### src/rtl/disp_source_arbiter.sv
// Chooses whether the 7-seg display shows the temperature stream or the setpoint editor.
// A setpoint change takes over the display for a hold window, and an alarm blinks the temperature.
module disp_source_arbiter #(
    parameter int DATA_W       = 16,
    parameter int HOLD_CYCLES  = 150_000_000,
    parameter int BLINK_CYCLES = 25_000_000
) (
    input  logic              clk,
    input  logic              reset,
    input  logic              temp_valid,
    input  logic [DATA_W-1:0] temp_data,
    output logic              temp_ready,
    input  logic              set_valid,
    input  logic [DATA_W-1:0] set_data,
    output logic              set_ready,
    input  logic              alarm,
    output logic [DATA_W-1:0] disp_data,
    output logic              disp_blank,
    output logic [1:0]        disp_src
);

    localparam int HOLD_W  = (HOLD_CYCLES > 1) ? $clog2(HOLD_CYCLES) : 1;
    localparam int BLINK_W = (BLINK_CYCLES > 1) ? $clog2(BLINK_CYCLES) : 1;
    localparam logic [HOLD_W-1:0]  HOLD_LOAD  = HOLD_W'(HOLD_CYCLES - 1);
    localparam logic [BLINK_W-1:0] BLINK_LAST = BLINK_W'(BLINK_CYCLES - 1);

    localparam logic [1:0] SRC_NONE = 2'b00;
    localparam logic [1:0] SRC_TEMP = 2'b01;
    localparam logic [1:0] SRC_SETP = 2'b10;

    typedef enum logic [1:0] {
        IDLE = 2'd0,
        TEMP = 2'd1,
        SETP = 2'd2
    } state_t;

    state_t              state;
    logic [DATA_W-1:0]   shadow;
    logic                seen;
    logic [HOLD_W-1:0]   hold_cnt;
    logic [BLINK_W-1:0]  blink_cnt;

    logic                temp_xfer;
    logic                set_xfer;
    logic [DATA_W-1:0]   shadow_next;
    logic                seen_next;

    // A temperature accepted this cycle must already count when leaving the hold window.
    assign temp_xfer   = temp_valid && temp_ready;
    assign set_xfer    = set_valid && set_ready;
    assign shadow_next = temp_xfer ? temp_data : shadow;
    assign seen_next   = seen || temp_xfer;

    always_ff @(posedge clk) begin
        if (reset) begin
            state      <= IDLE;
            shadow     <= '0;
            seen       <= 1'b0;
            hold_cnt   <= '0;
            blink_cnt  <= '0;
            temp_ready <= 1'b0;
            set_ready  <= 1'b0;
            disp_data  <= '0;
            disp_blank <= 1'b1;
            disp_src   <= SRC_NONE;
        end else begin
            temp_ready <= !temp_xfer;
            set_ready  <= !set_xfer;
            if (temp_xfer) begin
                shadow <= temp_data;
                seen   <= 1'b1;
            end

            case (state)
                IDLE: begin
                    blink_cnt <= '0;
                    if (set_xfer) begin
                        state      <= SETP;
                        hold_cnt   <= HOLD_LOAD;
                        disp_data  <= set_data;
                        disp_blank <= 1'b0;
                        disp_src   <= SRC_SETP;
                    end else if (temp_xfer) begin
                        state      <= TEMP;
                        disp_data  <= temp_data;
                        disp_blank <= 1'b0;
                        disp_src   <= SRC_TEMP;
                    end
                end

                TEMP: begin
                    if (set_xfer) begin
                        state      <= SETP;
                        hold_cnt   <= HOLD_LOAD;
                        blink_cnt  <= '0;
                        disp_data  <= set_data;
                        disp_blank <= 1'b0;
                        disp_src   <= SRC_SETP;
                    end else begin
                        disp_data <= shadow_next;
                        if (!alarm) begin
                            blink_cnt  <= '0;
                            disp_blank <= 1'b0;
                        end else if (blink_cnt == BLINK_LAST) begin
                            blink_cnt  <= '0;
                            disp_blank <= !disp_blank;
                        end else begin
                            blink_cnt <= blink_cnt + 1'b1;
                        end
                    end
                end

                SETP: begin
                    blink_cnt <= '0;
                    // A set transfer on the expiry cycle extends the hold rather than leaving.
                    if (set_xfer) begin
                        hold_cnt  <= HOLD_LOAD;
                        disp_data <= set_data;
                    end else if (hold_cnt == '0) begin
                        disp_data <= shadow_next;
                        if (seen_next) begin
                            state      <= TEMP;
                            disp_blank <= 1'b0;
                            disp_src   <= SRC_TEMP;
                        end else begin
                            state      <= IDLE;
                            disp_blank <= 1'b1;
                            disp_src   <= SRC_NONE;
                        end
                    end else begin
                        hold_cnt <= hold_cnt - 1'b1;
                    end
                end

                default: begin
                    state      <= IDLE;
                    disp_blank <= 1'b1;
                    disp_src   <= SRC_NONE;
                end
            endcase
        end
    end

endmodule

### config.mk
export PLATFORM = sky130hd
export DESIGN_NAME = disp_source_arbiter
export DESIGN_NICKNAME = d
export VERILOG_FILES = /design/src/rtl/disp_source_arbiter.sv
export SDC_FILE = /design/constraint.sdc
export NUM_CORES = 1
export LEC_CHECK = 0
export CAP_MARGIN = 20
export CELL_PAD_IN_SITES_DETAIL_PLACEMENT = 1
export CELL_PAD_IN_SITES_GLOBAL_PLACEMENT = 1
export CORE_MARGIN = 2
export CORE_UTILIZATION = 46
export CTS_BUF_LIST = sky130_fd_sc_hd__clkbuf_8
export DETAILED_ROUTE_END_ITERATION = 16
export GPL_ROUTABILITY_DRIVEN = 1
export MAX_ROUTING_LAYER = met4
export PLACE_DENSITY = 0.95
export SLEW_MARGIN = 10
export SYNTH_ARGS = -nofsm -noshare
export SYNTH_HDL_FRONTEND = slang
export SYNTH_SLANG_ARGS = --single-unit
### constraint.sdc
create_clock -name clk -period 5.4 [get_ports clk]
set_input_delay 0.81 -clock clk [delete_from_list [all_inputs] [get_ports clk]]
set_output_delay 0.81 -clock clk [all_outputs]
set_load 0.05 [all_outputs]
==> impl_metrics.tcl <==
set metrics [dict create \
    post_cts_buffers 0 \
    post_cts_resized 0 \
    slew_headroom_pct 26.50 \
    wl_mm 15.24 \
    synth.area.mux_share_pct 1.460 \
    hold_viol_final 0 \
    vias 5033 \
    die-height_um 106.1 \
    first_iter_violations 255 \
    io_buffers 57 \
    fmax_ghz 0.3053 \
    hold_slack_ps 463.6 \
    ys_warn_count 0 \
    syn_nets 655 \
    pwr-share-clk_pct 18.1 \
    min_path_type "flop to flop" \
    period_share_pct 60.66 \
    p_int_mw 1.462 \
    final_util_pct 55.45 \
    synthFlopType "dfxtp_1" \
    area_growth_pct 18.20 \
    switching_share_pct 44.68 \
    cts_root_buffer "clkbuf_8" \
    nNetsFinal 693 \
    detail_route.vias_per_cell 6.387 \
    die_area_um2 11270 \
    period_minus_slack_ps 3276 \
    clk_pin_slew_worst_paths_ps 90 \
    synthAdderAreaFrac_pct 2.086 \
    worst-setup-path-type "primary input to flop" \
    crit_fanout 22 \
    end_kind "flop" \
    grt_pass1_vias 5256 \
    gp_congestion 0.8547 \
    ctsHoldBuffers 0 \
    yosys.cell_types.count 57 \
    ys_seq_area_share_pct 37.96 \
    track_usage_pct 28.27 \
    fin_area_um2 5673 \
    tritoncts "built" \
    cts_htree_levels 3 \
    synth-seq-cells 91 \
    status "finished, final reports clean" \
    antenna_found_initial 0 \
    synth_most_common_cell "dfxtp_1" \
    synth_edf_count 0 \
    setup_slack_ps 2124 \
    grt_max_degree 59 \
    clkLatencyLatePin_ps 370 \
    drc 0 \
    finClkSkew_ps 11.53 \
    crit_path_start_kind "primary input" \
    setup_viol 0 \
    fp-row-count 37 \
    layout-drive-gt1-share_pct 6.135 \
    yosys-top-cells-area "dfxtp_1 (38%), a21oi_1 (6.7%), nand2_1 (5.7%), or4_1 (4.2%), o21ai_0 (3.3%)" \
    initial_core_util_pct 46.91 \
    die_w_um 106.1 \
    dp_hpwl_mm 10.66 \
    place_ws_ps 1741 \
    synth_xor_area_share_pct 0.7299 \
    synth-compound-area-share_pct 23.91 \
    grt_pass1_wl_mm 25.10 \
    drv_cap 0 \
    synth.largest_area_cell "dfxtp_1" \
    synth_common_cells "dfxtp_1 (91), nand2_1 (73), a21oi_1 (64)" \
    syn_inst 610 \
    cts_buffers 9 \
    switchingPower_mw 1.181 \
    total_power_mw 2.642 \
    async_flop_share_pct 0 \
    antenna_left 0 \
    grt-ovfl-total 0 \
    wl_per_cell_um 19.35 \
    tns_ps 0 \
    core_um2 10230 \
    io_pins 58 \
    combPwrFrac_pct 47.1 \
    place_area_um2 5459 \
    syn_area_per_cell_um2 7.868 \
    synth_top_area_share_pct 37.96 \
    grt_setup_unrepaired "false" \
    dp_cells 771 \
    critPathArrivalTime_ps 3570 \
    slew_viol_final 0 \
    clock_path_buffers 2 \
    first_pass_iters 5 \
    power_density_nw_per_um2 465.8 \
    antennaDiodeCount 0 \
    syn_area_um2 4800 \
    synth_top_family_by_area "simple AND/OR/NAND/NOR gates" \
    tightestPinTransition_ps 1100 \
    stdcell_count 788 \
    clock-sinks 91 \
    p_leak_nw 1.926 \
    required_ps 5700 \
    synth_simple_gate_area_share_pct 29.35 \
    vdd_drop_max_mv 0.2195 \
    p_seq_share_pct 34.8 \
]
power by group through the flow:
stage,Sequential [mW],Combinational [mW],Clock [mW]
final,0.920,1.24,0.478
after global routing,0.940,1.35,0.505
after CTS,0.918,1.22,0.483
after detailed placement,0.931,1.21,0
after global placement,0.918,1.15,0
after floorplan,1.08,0.686,0
worst paths after layout:
| path | start | to | slack (ps) | cells after the start |
|---|---|---|---|---|
| worst max-delay path | set_valid | disp_data[6] | 2120 | 7 |
| worst min-delay path | shadow[12] | shadow[12] | 460 | 2 |
| worst max register to register | state[0] | hold_cnt[17] | 2340 | 7 |
| worst min register to register | shadow[12] | shadow[12] | 460 | 2 |
logic make-up after synthesis:
logic type,Yosys count
multiplexers,7
adder cells (fa/ha/maj),8
XOR/XNOR,4
flip-flops,91
AND/OR/NAND/NOR,263
buffers and inverters,53
AO/OA/AOI/OAI,184
state kept, by name, summed over array words and instances (netlist names):
signal	flops
blink_cnt	25
temp_ready	1
shadow	16
seen	1
disp_data	16
set_ready	1
disp_blank	1
hold_cnt	28
state	2
per-layer routing:
layer  GRT usage, %  wire length (um)
met5              -                 0
met4          12.12               342
met3          3.617               654
met2          48.81              7901
met1          33.08              6345
worst max-delay path, stage by stage:
cell             delay, ps
clkdlybuf4s50_1        460
nand2_1                620
nand2_1                340
a31oi_2                680
buf_4                  330
o21ai_0                120
a21oi_1                200
area by class of cell:
type,instances,area (um2)
Clock buffer,11,151.4
Tap cell,136,170.2
Fill cell,1245,4558
Sequential cell,91,1822
Multi-Input combinational cell,466,2793
Timing Repair Buffer,65,638.1
Inverter,15,56.30
Clock inverter,4,42.54
placed cells by master, fill, tap and decap left out, drive strengths merged, types with 4 or more instances in the layout:
cell type / instances
nand4: 13
a211oi: 18
nor4: 17
clkdlybuf4s50: 56
a31oi: 23
or2: 5
o41ai: 5
ha: 8
nand2: 73
nor2b: 16
mux2i: 7
nor3: 13
o31ai: 12
o21ai: 32
clkbuf: 12
buf: 8
a22o: 5
nand3: 22
or4: 28
dfxtp: 91
and3: 5
a21oi: 64
o211ai: 4
inv: 17
nand2b: 5
and2: 5
nor2: 42
or3: 8
Note: power is estimated with default switching activity, not from simulation.
